===== src/rtl/bcm_painter_if.sv =====
// Scan-stream interface between the LED scan generator and bcm_painter.
// Carries the pixel request (master drives) and the registered rgb result (slave drives).
interface bcm_painter_if #(
  parameter int unsigned W_X     = 6,
  parameter int unsigned W_Y     = 6,
  parameter int unsigned W_FRAME = 13,
  parameter int unsigned W_SUB   = 8
);
  logic               in_valid;
  logic [W_FRAME-1:0] frame;
  logic [W_SUB-1:0]   subframe;
  logic [W_X-1:0]     x;
  logic [W_Y-1:0]     y;
  logic [1:0]         mode;
  logic               out_valid;
  logic [2:0]         rgb;

  modport master (
    output in_valid, frame, subframe, x, y, mode,
    input  out_valid, rgb
  );

  modport slave (
    input  in_valid, frame, subframe, x, y, mode,
    output out_valid, rgb
  );
endinterface


===== src/rtl/bcm_painter.sv =====
// Test-pattern painter: per-pixel R/G/B intensity from a frame-latched pattern mode,
// compared against the BCM subframe. Optional gamma stage under BCM_PAINTER_GAMMA_EN.
module bcm_painter #(
  parameter int unsigned W_X        = 6,
  parameter int unsigned W_Y        = 6,
  parameter int unsigned W_FRAME    = 13,
  parameter int unsigned W_SUB      = 8,
  parameter int unsigned DEPTH      = 8,
  parameter int unsigned CHK_BIT    = 3,
  parameter int unsigned PHASE_BIT  = 5,
  parameter logic [1:0]  MODE_RESET = 2'd0
) (
  input  logic          clk,
  input  logic          reset,
  bcm_painter_if.slave  bus
);

  localparam int unsigned S      = DEPTH - W_X;
  localparam int unsigned T      = DEPTH - W_Y;
  localparam int unsigned W_PROD = 2 * DEPTH;
  localparam logic [DEPTH-1:0] FULL = '1;

  typedef enum logic [1:0] {
    MODE_SOLID    = 2'd0,
    MODE_GRADIENT = 2'd1,
    MODE_CHECKER  = 2'd2,
    MODE_SCROLL   = 2'd3
  } mode_e;

  // Frame-latched mode shadow
  logic [1:0]         mode_q, mode_d;
  logic [W_FRAME-1:0] frame_prev_q, frame_prev_d;

  // S1: intensities
  logic               s1_valid_q, s1_valid_d;
  logic               s1_solid_q, s1_solid_d;
  logic [DEPTH-1:0]   s1_r_q, s1_r_d;
  logic [DEPTH-1:0]   s1_g_q, s1_g_d;
  logic [DEPTH-1:0]   s1_b_q, s1_b_d;
  logic [DEPTH-1:0]   s1_sub_q, s1_sub_d;

`ifdef BCM_PAINTER_GAMMA_EN
  // Gamma stage
  logic               gm_valid_q, gm_valid_d;
  logic               gm_solid_q, gm_solid_d;
  logic [DEPTH-1:0]   gm_r_q, gm_r_d;
  logic [DEPTH-1:0]   gm_g_q, gm_g_d;
  logic [DEPTH-1:0]   gm_b_q, gm_b_d;
  logic [DEPTH-1:0]   gm_sub_q, gm_sub_d;

  function automatic logic [DEPTH-1:0] gamma_sq(input logic [DEPTH-1:0] i);
    logic [W_PROD-1:0] p;
    p = W_PROD'(i) * W_PROD'(i);
    return p[W_PROD-1:DEPTH];
  endfunction
`endif

  // S2: compare result
  logic               out_valid_q, out_valid_d;
  logic [2:0]         rgb_q, rgb_d;

  // Compare-stage sources (S1 or gamma stage)
  logic               cmp_valid, cmp_solid;
  logic [DEPTH-1:0]   cmp_r, cmp_g, cmp_b, cmp_sub;

  logic               new_frame;
  mode_e              mode_eff;
  logic               chk_on;
  logic [W_X-1:0]     scroll_v;
  logic [DEPTH-1:0]   x_scaled;

  always_comb begin
    mode_d       = mode_q;
    frame_prev_d = frame_prev_q;
    s1_r_d       = '0;
    s1_g_d       = '0;
    s1_b_d       = '0;
    chk_on       = 1'b0;
    scroll_v     = '0;

    // A new frame number latches the requested mode and applies it to this pixel
    new_frame = bus.in_valid && (bus.frame != frame_prev_q);
    if (new_frame) begin
      mode_d       = bus.mode;
      frame_prev_d = bus.frame;
    end
    mode_eff = mode_e'(new_frame ? bus.mode : mode_q);
    x_scaled = DEPTH'(bus.x) << S;

    unique case (mode_eff)
      MODE_SOLID: begin
        s1_r_d = '0;
      end
      MODE_GRADIENT: begin
        s1_r_d = x_scaled;
        s1_g_d = DEPTH'(bus.y) << T;
        s1_b_d = FULL - x_scaled;
      end
      MODE_CHECKER: begin
        chk_on = bus.x[CHK_BIT] ^ bus.y[CHK_BIT] ^ bus.frame[PHASE_BIT];
        s1_r_d = chk_on ? FULL : '0;
        s1_g_d = chk_on ? FULL : '0;
        s1_b_d = chk_on ? FULL : '0;
      end
      MODE_SCROLL: begin
        scroll_v = bus.x + bus.frame[W_X-1:0];
        s1_r_d   = DEPTH'(scroll_v) << S;
        s1_g_d   = DEPTH'(scroll_v) << S;
        s1_b_d   = DEPTH'(scroll_v) << S;
      end
      default: s1_r_d = '0;
    endcase

    s1_valid_d = bus.in_valid;
    s1_solid_d = (mode_eff == MODE_SOLID);
    s1_sub_d   = bus.subframe[DEPTH-1:0];

`ifdef BCM_PAINTER_GAMMA_EN
    gm_valid_d = s1_valid_q;
    gm_solid_d = s1_solid_q;
    gm_r_d     = gamma_sq(s1_r_q);
    gm_g_d     = gamma_sq(s1_g_q);
    gm_b_d     = gamma_sq(s1_b_q);
    gm_sub_d   = s1_sub_q;

    cmp_valid  = gm_valid_q;
    cmp_solid  = gm_solid_q;
    cmp_r      = gm_r_q;
    cmp_g      = gm_g_q;
    cmp_b      = gm_b_q;
    cmp_sub    = gm_sub_q;
`else
    cmp_valid  = s1_valid_q;
    cmp_solid  = s1_solid_q;
    cmp_r      = s1_r_q;
    cmp_g      = s1_g_q;
    cmp_b      = s1_b_q;
    cmp_sub    = s1_sub_q;
`endif

    // Solid mode bypasses the compare so legacy white stays fully on
    out_valid_d = cmp_valid;
    rgb_d       = cmp_solid ? 3'b111
                            : {cmp_b > cmp_sub, cmp_g > cmp_sub, cmp_r > cmp_sub};
  end

  always_ff @(posedge clk or posedge reset) begin
    if (reset) begin
      mode_q       <= MODE_RESET;
      frame_prev_q <= '0;
      s1_valid_q   <= 1'b0;
      s1_solid_q   <= 1'b0;
      s1_r_q       <= '0;
      s1_g_q       <= '0;
      s1_b_q       <= '0;
      s1_sub_q     <= '0;
`ifdef BCM_PAINTER_GAMMA_EN
      gm_valid_q   <= 1'b0;
      gm_solid_q   <= 1'b0;
      gm_r_q       <= '0;
      gm_g_q       <= '0;
      gm_b_q       <= '0;
      gm_sub_q     <= '0;
`endif
      out_valid_q  <= 1'b0;
      rgb_q        <= 3'b000;
    end else begin
      mode_q       <= mode_d;
      frame_prev_q <= frame_prev_d;
      s1_valid_q   <= s1_valid_d;
      s1_solid_q   <= s1_solid_d;
      s1_r_q       <= s1_r_d;
      s1_g_q       <= s1_g_d;
      s1_b_q       <= s1_b_d;
      s1_sub_q     <= s1_sub_d;
`ifdef BCM_PAINTER_GAMMA_EN
      gm_valid_q   <= gm_valid_d;
      gm_solid_q   <= gm_solid_d;
      gm_r_q       <= gm_r_d;
      gm_g_q       <= gm_g_d;
      gm_b_q       <= gm_b_d;
      gm_sub_q     <= gm_sub_d;
`endif
      out_valid_q  <= out_valid_d;
      rgb_q        <= rgb_d;
    end
  end

  assign bus.out_valid = out_valid_q;
  assign bus.rgb       = rgb_q;

endmodule

===== src/flat_wrapper.sv =====
// flat-port wrapper written by rule: the top's interface ports become plain ports
module bcm_painter_flat 
#(
  parameter int unsigned W_X        = 6,
  parameter int unsigned W_Y        = 6,
  parameter int unsigned W_FRAME    = 13,
  parameter int unsigned W_SUB      = 8,
  parameter int unsigned DEPTH      = 8,
  parameter int unsigned CHK_BIT    = 3,
  parameter int unsigned PHASE_BIT  = 5,
  parameter logic [1:0]  MODE_RESET = 2'd0
)
  (clk, reset, bus_in_valid, bus_frame, bus_subframe, bus_x, bus_y, bus_mode, bus_out_valid, bus_rgb);
  bcm_painter_if #(.W_X(W_X), .W_Y(W_Y), .W_FRAME(W_FRAME), .W_SUB(W_SUB)) bus_i ();
  input  logic clk;
  input  logic reset;
  input wire logic [$bits(bus_i.in_valid)-1:0] bus_in_valid;
  input wire logic [$bits(bus_i.frame)-1:0] bus_frame;
  input wire logic [$bits(bus_i.subframe)-1:0] bus_subframe;
  input wire logic [$bits(bus_i.x)-1:0] bus_x;
  input wire logic [$bits(bus_i.y)-1:0] bus_y;
  input wire logic [$bits(bus_i.mode)-1:0] bus_mode;
  output wire logic [$bits(bus_i.out_valid)-1:0] bus_out_valid;
  output wire logic [$bits(bus_i.rgb)-1:0] bus_rgb;
  assign bus_i.in_valid = bus_in_valid;
  assign bus_i.frame = bus_frame;
  assign bus_i.subframe = bus_subframe;
  assign bus_i.x = bus_x;
  assign bus_i.y = bus_y;
  assign bus_i.mode = bus_mode;
  assign bus_out_valid = bus_i.out_valid;
  assign bus_rgb = bus_i.rgb;
  bcm_painter #(.W_X(W_X), .W_Y(W_Y), .W_FRAME(W_FRAME), .W_SUB(W_SUB), .DEPTH(DEPTH), .CHK_BIT(CHK_BIT), .PHASE_BIT(PHASE_BIT), .MODE_RESET(MODE_RESET)) u_core (.clk(clk), .reset(reset), .bus(bus_i));
endmodule

===== config.mk =====
export PLATFORM = sky130hd
export DESIGN_NAME = bcm_painter_flat
export DESIGN_NICKNAME = d
export VERILOG_FILES = /design/src/rtl/bcm_painter_if.sv /design/src/rtl/bcm_painter.sv /design/src/flat_wrapper.sv
export SDC_FILE = /design/constraint.sdc
export NUM_CORES = 1
export LEC_CHECK = 0
export ABC_AREA = 1
export CAP_MARGIN = 30
export CORE_ASPECT_RATIO = 0.5
export CORE_MARGIN = 3
export CORE_UTILIZATION = 54
export CTS_CLUSTER_SIZE = 25
export DETAILED_ROUTE_END_ITERATION = 16
export PLACE_DENSITY = 0.79
export SYNTH_ARGS = -nofsm -noshare
export SYNTH_HDL_FRONTEND = slang
export SYNTH_SLANG_ARGS = --single-unit
export TNS_END_PERCENT = 30

===== constraint.sdc =====
create_clock -name clk -period 1.75 [get_ports clk]
set_input_delay 0.4375 -clock clk [delete_from_list [all_inputs] [get_ports clk]]
set_output_delay 0.4375 -clock clk [all_outputs]
set_load 0.005 [all_outputs]

======== Yosys cells after proc, flatten, opt, wreduce, memory -nomap -nowiden ========
Cells that the tools add are included.
word-level totals
  register bits after elaboration ......... 53
  input port bits ......................... 38
  output and inout port bits .............. 4
  logic and storage cells ................. 29
operators by class
  add/sub/neg operators ................... 2
  order comparisons ....................... 3
  eq/ne operators ......................... 4
  mux-type cells .......................... 6
  bitwise logic cells ..................... 2
  reductions and logical operators ........ 2
operators with widths
  kind                   count
  $pmux W8 S3            2
  $pmux W8 S4            1
  $gt A8 B8 Y1           3
  $ne A13 B13 Y1         1
  $mux W8                1
  $sub A8 B8 Y8 const A  1
  $add A6 B6 Y6          1
  $eq A2 B2 Y1 const B   2
  $mux W3                1
  $eq A2 B1 Y1 const B   1
  $logic_not A2 Y1       1
  $mux W2                1
  $xor A1 B1 Y1          2
  $logic_and A1 B1 Y1    1

======== Depth between registers and ports, before layout ========
Gate-level depths: netlist of the first run.
  depth in word-level cells ............... 5
  mapped depth ............................ 13
  mapped depth without buffers ............ 12

======== Least setup slack after synthesis of the first run ========
OpenSTA, ideal clock, no wires.
  path kind ............................... in2reg
  from .................................... input port bus_x[0]
  to ...................................... register u_core.s1_b_q[6] (netlist: u_core.cmp_b[6])
  library setup time ...................... 127 ps
  arrival ................................. 1490 ps
  data required time ...................... 1623 ps
  slack ................................... 134 ps
  cell stages on the path ................. 7
  buffers on the path ..................... 0
  cells stage by stage .................... ha_1 fa_1 nand3_1 nand2_1 xor2_1 nand3_1 nand3_1
between the ends
  longest elaborated chain between the ends .. 2
  elaborated cells between the ends (all ways) .. 3
  those cells by class .................... 2 x add/sub; 1 x mux
ends and longest elaborated chain
  element                                         RTL line                               source
  start, declared                                 flat_wrapper.sv:20                     input wire logic [$bits(bus_i.x)-1:0] bus_x;
  $sub A8 B8 Y8 or $add A6 B6 Y6 (tied branches)  bcm_painter.sv:97, bcm_painter.sv:106
  $pmux W8 S3 *                                   bcm_painter.sv:90                      unique case (mode_eff)
  via u_core.s1_b_d[6]                            bcm_painter.sv:39                      logic [DEPTH-1:0] s1_b_q, s1_b_d;
  end signal, assigned                            bcm_painter.sv:155                     s1_b_q <= '0;
  end signal, assigned                            bcm_painter.sv:174                     s1_b_q <= s1_b_d;
  end, declared                                   bcm_painter.sv:39
The timed path passes the listed nets; every way through them passes the cells marked *.
A chain may end at the register's enable or synchronous reset.

======== Final worst setup path of the first run ========
  from .................................... input port bus_frame[5]
  to ...................................... register u_core.s1_b_q[7] (netlist: u_core.cmp_b[7])
between the ends
  longest elaborated chain between the ends .. 5
  elaborated cells between the ends (all ways) .. 10
  those cells by class .................... 1 x add/sub; 4 x eq/ne; 3 x mux; 1 x bitwise; 1 x reduce/logical
ends and longest elaborated chain
  element                                       RTL line            source
  start, declared                               flat_wrapper.sv:18  input wire logic [$bits(bus_i.frame)-1:0] bus_frame;
  $ne A13 B13 Y1                                bcm_painter.sv:82   new_frame = bus.in_valid && (bus.frame != frame_prev_q);
  $logic_and A1 B1 Y1                           bcm_painter.sv:82
  $mux W2                                       bcm_painter.sv:87   mode_eff = mode_e'(new_frame ? bus.mode : mode_q);
  $eq A2 B2 Y1 or $eq A2 B1 Y1 (tied branches)  bcm_painter.sv:90
  $pmux W8 S3 *                                 bcm_painter.sv:90
  via u_core.s1_b_d[7]                          bcm_painter.sv:39
Marks and branches as above.

==> run summary, run 1 <==
The width of the chip works out to 108 microns. The number of distinct standard cells referenced by the synthesized netlist is 32, and the DRC violation total after the first TritonRoute iteration is 256. The leakage power total is 2.10 nW, and the highest fanout seen on the critical path is 8. The tree built by TritonCTS fans out to 49 sinks. Post-detailed-route DRC marker count: 0. At the worst endpoint, the arrival time is 2120 ps. The tools report the largest net degree at the start of global routing as 21. By count the netlist is led by nand2_1 (61), dfrtp_1 (49), nand3_1 (47), inv_1 (46), ha_1 (27). The congestion estimate from routability-driven global placement came to 0.832. The category of the worst setup path launch point is an input pin.

The minimum setup slack after placement is -581 ps, and the peak ir drop on the vdd network is 0.654 mV. Max-cap violations in this run came to 0. The first detailed-routing pass took 5 iterations.

Via count of the first global-routing pass: 2,512. The worst hold path belongs to the class flip-flop to flip-flop. The I/O pin count came out at 42.

The worst slew slack as a fraction of its limit was 72.6%; the sum of overflow across all layers after global routing was 0. Across all register-to-register paths, the minimum setup slack is -110 ps. For this run, the post-layout net count is 450.

Sorting the synthesized cells by area gives the leading types as dfrtp_1 (44%), ha_1 (12%), nand3_1 (8.4%), nand2_1 (8.2%), inv_1 (6.2%). Leading area contributor after synthesis: dfrtp_1. Wires add up to 8.82 mm. The hold slack is 367 ps, and the area share of the largest cell type after synthesis is 43.7%. The final period utilization is 107%. The run finished, with violations left. Initial antenna violation count: 0.

The number of register bits inferred by synthesis was 49; the share of synthesized flip-flops with an asynchronous set or reset was 100%. The first-pass GRT wire length is 12.6 mm. For this run, the top clock speed supported by timing is 535 MHz.

Dividing the detail-routed via count by the number of cells gives 5.83. The standard cell area after detailed placement was 3390 sq um; the total track usage was 26.6%. The logs give -990 ps for the accumulated negative setup slack and 59.7% for the effective utilization at floorplan.

The final route contains 2,631 vias. The worst register-to-register path ends at u_core.cmp_b[7]$_DFF_PP0_. Clock tree synthesis selected as its root buffer the cell clkbuf_8.

The number of nets handed over by synthesis was 379. Synthesis produced a netlist whose cell count is 313. The critical path in this run is classified as input pin to flip-flop. TritonCTS built the clock tree. For the placeable core area, the log shows 4700 sq um. Setup violations remaining at the end of the flow were counted as 19. The shortest period the worst path allows works out to 1870 ps. The portion of the post-synthesis area used by sequential elements was 43.7%. The worst register-to-register path begins at u_core.frame_prev_q[5]$_DFFE_PP0N_. Clock tree synthesis inserted a total of 5 buffers.

The worst hold path begins at u_core.cmp_valid$_DFF_PP0_. Once detailed placement completed, the half-perimeter wirelength came to 4.73 mm. At the later pin of the worst-skew pair, clock insertion delay measures 320 ps. The clock-pin slew reported for the worst setup and hold paths after clock tree synthesis works out to 100 ps. The post-layout instance area came out at 3940 sq um.

nand2_1 is the most common cell in the netlist. The area of the die was 6150 sq um. The max-slew violation count is 0, and the maximum number of buffers from clock root to sink is 2. Setup repair after global routing could not meet its margin everywhere.

For this design the ratio of total power to cell area is 798 nW/um^2. The Yosys warning count came out at 0. The worst hold path terminates at u_core.bus.out_valid$_DFF_PP0_. The H-tree was split into 2 levels. The post-detailed-route count of antenna-violating nets is 0.

The share of post-route cells with drive strength above 1 came out at 22.3%. The repair_antennas step left the layout with diodes totalling 0. The worst setup margin is -118 ps, and the number of flops mapped to enable cells by yosys is 0. The floorplan row count was 17.

The length in cells of the worst reg-to-reg path came out at 11. The synthesized area per cell was 8.96 sq um. Counting instances, the worst hold path has a depth of 0. For the pin with the worst max-slew slack, the measured transition is 410 ps.

For this run, the share of the core covered by cells in the final layout is 83.7%. The area growth from synthesis to layout is 40.3%. The tools report the maximum clock skew at final layout as 12.5 ps. The final reports fail on negative setup slack. The hold violation count in the final report is 0.

Dominant register cell in the synthesized netlist: dfrtp_1. Height of the die: 57.0 microns. During placement, the flow inserted port buffers numbering 41. For the post-synthesis instance area, the log shows 2810 sq um. STA classifies the critical path endpoint as a flip-flop. The run gives 0 as the number of buffers inserted by hold repair at cts.

The detailed-route wire length per cell works out to 19.6 microns. The total of fill cells in the finished design is 252. The run gives 2000 ps as the worst path required time.
-- cells by family (layout without fill, tap and decap cells) --
| family | after synthesis | in the layout | share of synthesized area (%) |
|---|---|---|---|
| fa+ha+maj | 28 | 28 | 12.8 |
| mux | 2 | 2 | 0.803 |
| flops | 49 | 49 | 43.7 |
| simple gates | 133 | 141 | 24.0 |
| compound gates | 37 | 37 | 7.40 |
| buf+inv | 55 | 119 | 8.47 |
| xor+xnor | 9 | 9 | 2.81 |
-- how the worst max path moves through the flow --
stage / endpoint / startpoint
6_report: u_core.cmp_b[7]$_DFF_PP0_ / bus_frame[5]
4_1_cts: u_core.cmp_r[5]$_DFF_PP0_ / bus_frame[12]
3_3_place_gp: u_core.cmp_g[6]$_DFF_PP0_ / bus_frame[2]
2_1_floorplan: u_core.cmp_b[6]$_DFF_PP0_ / bus_x[0]
3_5_place_dp: u_core.cmp_r[7]$_DFF_PP0_ / bus_frame[2]
5_1_grt: u_core.cmp_b[7]$_DFF_PP0_ / u_core.frame_prev_q[5]$_DFFE_PP0N_
-- registers in the layout, summed over array words and instances, names as in the netlist --
name	cells
u_core.frame_prev_q	13
u_core.cmp_sub	8
u_core.cmp_b	7
u_core.cmp_r	7
u_core.cmp_g	6
u_core.bus.rgb	3
u_core.mode_q	2
u_core.bus.out_valid	1
u_core.cmp_solid	1
u_core.cmp_valid	1
-- timing repair --
| item | 4_1_cts | 5_1_grt |
|---|---|---|
| cloned | 6 | 2 |
| resized for setup | 46 | 22 |
| endpoints found under the setup margin | 31 | 33 |
| buffers inserted | 2 | 3 |
| pin swaps | 19 | 18 |
-- final cells by class --
cell class	instances	area [sq um]	share of cell area, %
clock buffer	6	72.6	1.84
clock inverter	2	38.8	0.985
inverter	48	180	4.58
multi-input combinational	217	1740	44.2
sequential	49	1230	31.2
tap	66	82.6	2.10
timing repair buffer	63	594	15.1
-- report_power, final --
group          leakage (nW)  internal (mW)  switching (mW)  total, mW
Sequential            0.604           1.26          0.0693       1.33
Clock                0.0554          0.430           0.419      0.849
Combinational          1.44          0.416           0.548      0.964
Total                  2.10           2.10            1.04       3.14
-- cell usage in the layout, fill, tap and decap left out, types with 2 or more instances in the layout --
cell type / instances
a21oi_1: 14
buf_12: 2
buf_4: 19
clkbuf_8: 5
clkdlybuf4s50_1: 24
dfrtp_1: 49
dlygate4sd2_1: 14
dlymetal6s2s_1: 3
ha_1: 25
inv_1: 45
inv_2: 3
mux2_2: 2
nand2_1: 60
nand2_4: 6
nand2_8: 9
nand3_1: 25
nand3_2: 17
nand3_4: 6
nand3b_4: 4
nand4_1: 4
nor2_1: 5
nor2_2: 3
o21a_1: 2
o21ai_0: 15
o221ai_1: 2
xnor2_1: 3
xnor2_2: 2
xor2_1: 2
xor2_2: 2
-- critical path, stage by stage --
cell	delay [ps]
dlygate4sd2_1	260
inv_2	50
nand2_1	60
nand2_1	70
nor2_2	150
nand2_1	90
nor2_2	140
nand2_4	130
nand2_8	160
nand2_8	100
nand2_8	150
nand3b_4	150
nand3_1	150
-- metal layers --
metal,part of all wire [%],track usage [%],up-vias
li1,-,-,1175
met1,39,32.9,1253
met2,47,47.5,160
met3,9.4,6.21,43
met4,4.1,6.65,0
met5,0,0,-
-- per-stage QoR --
stage                     power (mW)  instances
after floorplan                 1.78        313
after global placement          2.02        430
after detailed placement        2.06        430
after CTS                       2.98        446
after global routing            3.28        451
final                           3.14        451
Note: power is estimated with default switching activity, not from simulation.
==> run 2, diff against run 1 <==
PLACE_DENSITY = default   (was 0.79)
PLACE_DENSITY_LB_ADDON = 0.15   (was default)
==> run 2 against run 1 <==
Against the previous run: the run still ends with negative setup slack left; combinational power is 6.4% lower; flip-flop and latch count unchanged; power is 6.9% lower; hold slack worse by 3.1 ps; register-to-register slack better by 60 ps; non-clock buffer count is 2 higher; count of clock-buffer cells in the layout shrank 1; cell count unchanged; die area unchanged; wire length shrank 13%; sequential share of layout area is 0.45 points higher; critical path type is now flip-flop to flip-flop; critical endpoint unchanged; largest cell class unchanged; highest routed layer unchanged.
==> run summary, run 2 (synthesis results as in run 1) <==
The tools report the worst path arrival time as 2050 ps. The critical path class is flip-flop to flip-flop. The cell total after placement is 435, and the via count of the first global-routing pass is 2,384. Headroom to the max-slew limit came out at 74.8%. The logic depth of the worst path, buffers included came out at 12. The number of cells on the worst hold path was 0; the internal portion of total power was 1.96 mW.

The die covers 6150 sq um. The max capacitance violation total came out at 0. The number of cells on the worst reg-to-reg path is 12. For the post-detailed-route DRC marker count, the log shows 0.

Global routing used 26.2% of the available met1 tracks. The clock reaches the later pin of the worst-skew pair after 320 ps. The initial antenna violation count came out at 0.

Worst setup margin: -46.4 ps. TritonCTS built the clock tree. Detailed-route wire length per cell: 16.9 microns.

Fill cells in the final layout number 276. The clock-pin slew reported for the worst setup and hold paths after clock tree synthesis is 100 ps. The tools report the category of the worst setup path launch point as a flip-flop. After global routing the overflow that remains totals 0.

The tools report the net switching power as 968 uW. Wires add up to 7.63 mm. The layer flagged by global routing as most heavily used is met2.

The worst hold path begins at u_core.cmp_valid$_DFF_PP0_. The number of input and output port buffers inserted is 41, and the met3 track demand over resource is 6.67%. Global routing used 21.9% of the available tracks across all layers.

The routed via count divided by cell count was 5.52. Setup repair after global routing could not meet its margin everywhere. Summing all multi-input logic gate instances after layout gives 1670 sq um. In this run, the clock network consumes 23.9% of the power. On the worst path, the slowest cell contributes a delay of 390 ps.

The placeable core area was 4700 sq um. For this configuration, the core starts out at a cell density of 59.7%. At the end of routability-driven placement, the weighted congestion stood at 0.801.

The clock passes through at most 2 buffers. The height of the die was 57.0 microns. Walking the worst path, the cells encountered are inv_1 > nand2_1 > nand2_1 > nor2_2 > nand2_1 > nor2_2 > nand2_4 > nand2_8 > nand2_2 > nand2_8 > nand3_1 > nand3_2.

The run gives 2000 ps as the worst path required time. The peak ir drop on the vdd network came out at 0.433 mV. The worst flop-to-flop path startpoint was u_core.frame_prev_q[5]$_DFFE_PP0N_. Dividing total power by cell area gives a power density of 754 nW/um^2. Largest register by flop count: u_core.frame_prev_q. Power comes to 2.93 mW. The buffer and inverter count on the worst path is 1, and the net count reported at finish is 450.

From synthesis to final layout, the design area changed by 38.3%. Across the whole layout, storage elements account for 1230 sq um. The routing usage on met2 is 37.5%, and the half-perimeter wire length after detailed placement is 4.65 mm. Setup violations remaining at the end of the flow were counted as 4. The run gives 0 as the hold violation count in the final report. After floorplanning, the core was divided into 17 placement rows. The worst register-to-register path ends at u_core.cmp_b[7]$_DFF_PP0_. Shortest period the worst path allows: 1800 ps.

The DRC violation total after the first TritonRoute iteration was 197. The capture endpoint of the worst hold path is u_core.bus.out_valid$_DFF_PP0_. The maximum clock skew at final layout was 12.4 ps; the antenna cell count was 0. Leaving out fill and tap cells, the most frequent cells in the layout are nand2_1 (60), dfrtp_1 (49), inv_1 (44). The final reports fail on negative setup slack. For the pin with the worst max-slew slack, the measured transition is 378 ps. Buffers inserted during clock tree synthesis total 5. The register with the most flip-flops in the layout has 13 of them. STA classifies the critical path endpoint as a flip-flop. Derived from the worst setup path, the maximum achievable clock frequency is 557 MHz.

The total via count after detailed routing was 2,488; the max-slew violation count was 0. The leakage power total came out at 2.08 nW. The library cell used most frequently in the layout, excluding fill and tap cells, is nand2_1.

The first-pass GRT wire length came out at 10.6 mm. The tools report the library cell used as clock root buffer as clkbuf_8. Dividing the final minimum period by the clock period gives 103%. Once detail routing completed, the nets flagged for antenna violations numbered 0. The I/O pin count is 42. Among cell families on the critical path, the largest total delay comes from simple AND/OR/NAND/NOR gates.

Per report_power, the combinational group accounts for 30.8% of the total. The share of post-route cells with drive strength above 1 was 21.8%; the width of the chip was 108 microns. Highest fanout seen on the critical path: 18.

Per report_power, the sequential group accounts for 45.3% of the total. The switching part of the total was 33.1%. The worst hold path class was flip-flop to flip-flop. The number of levels the H-tree was split into is 2.

The clock drives 49 sinks. Most prevalent standard cell on the critical path: nand2_1. The first detailed-routing pass ran for 4 iterations. For the largest net degree at the start of global routing, the log shows 20. On the critical path, the stage with the largest delay is an instance of dfrtp_1. The flow ran to the end, but the final reports show violations.

Setup slack on the worst reg-to-reg path comes out at -50 ps. After the flow finishes, the layout carries non-filler instances totaling 451.
run 2: worst max-delay path by stage:
stage                                            start                        end  slack, ps
floorplan                                     bus_x[0]  u_core.cmp_b[6]$_DFF_PP0_        130
detailed placement                        bus_frame[2]  u_core.cmp_g[6]$_DFF_PP0_       -550
global placement                              bus_x[0]  u_core.cmp_r[6]$_DFF_PP0_       -490
finish              u_core.frame_prev_q[5]$_DFFE_PP0N_  u_core.cmp_b[7]$_DFF_PP0_        -50
global route        u_core.frame_prev_q[5]$_DFFE_PP0N_  u_core.cmp_r[5]$_DFF_PP0_       -140
CTS                                           bus_x[1]  u_core.cmp_r[5]$_DFF_PP0_          5
run 2: worst register-to-register path, stage by stage (launching register included):
cell	delay [ps]
dfrtp_1	390
inv_1	60
nand2_1	50
nand2_1	50
nor2_2	120
nand2_1	90
nor2_2	140
nand2_4	130
nand2_8	150
nand2_2	110
nand2_8	140
nand3_1	160
nand3_2	130
run 2: power by group through the flow:
stage	Combinational (mW)	Sequential, mW	Clock [mW]
floorplan	0.450	1.33	0
global placement	0.697	1.34	0
detailed placement	0.735	1.34	0
CTS	0.771	1.32	0.704
global route	0.992	1.34	0.772
finish	0.902	1.32	0.699
run 2: cell type report:
class | instances | share of cell area (%)
Clock buffer | 5 | 1.77
Tap cell | 66 | 2.13
Clock inverter | 3 | 0.580
Multi-Input combinational cell | 215 | 43.0
Inverter | 48 | 4.64
Timing Repair Buffer | 65 | 16.3
Sequential cell | 49 | 31.6
run 2: metal layers:
metal	wire [microns]	vias up
met5	0	-
met4	230	0
met3	601	26
met2	3640	111
met1	3170	1172
li1	-	1179
run 2: per-stage QoR:
step                setup WS [ps]  hold slack (ps)  util, %  setup TNS (ps)  area [sq um]
finish                      -46.4              364     82.5           -87.0          3880
global route                 -140              376     82.5           -1850          3880
CTS                          5.20              363     77.3               0          3630
detailed placement           -546              342     73.2          -16450          3440
global placement             -486              331     73.2          -14750          3440
floorplan                     134              331        -               0          2810
run 2: repair_timing:
item,CTS,global route
resized for setup,27,34
cloned,3,3
pin swaps,16,15
hold buffers,0,0
setup endpoints to repair,33,30
endpoints found under the hold margin,0,0
buffers inserted,0,2
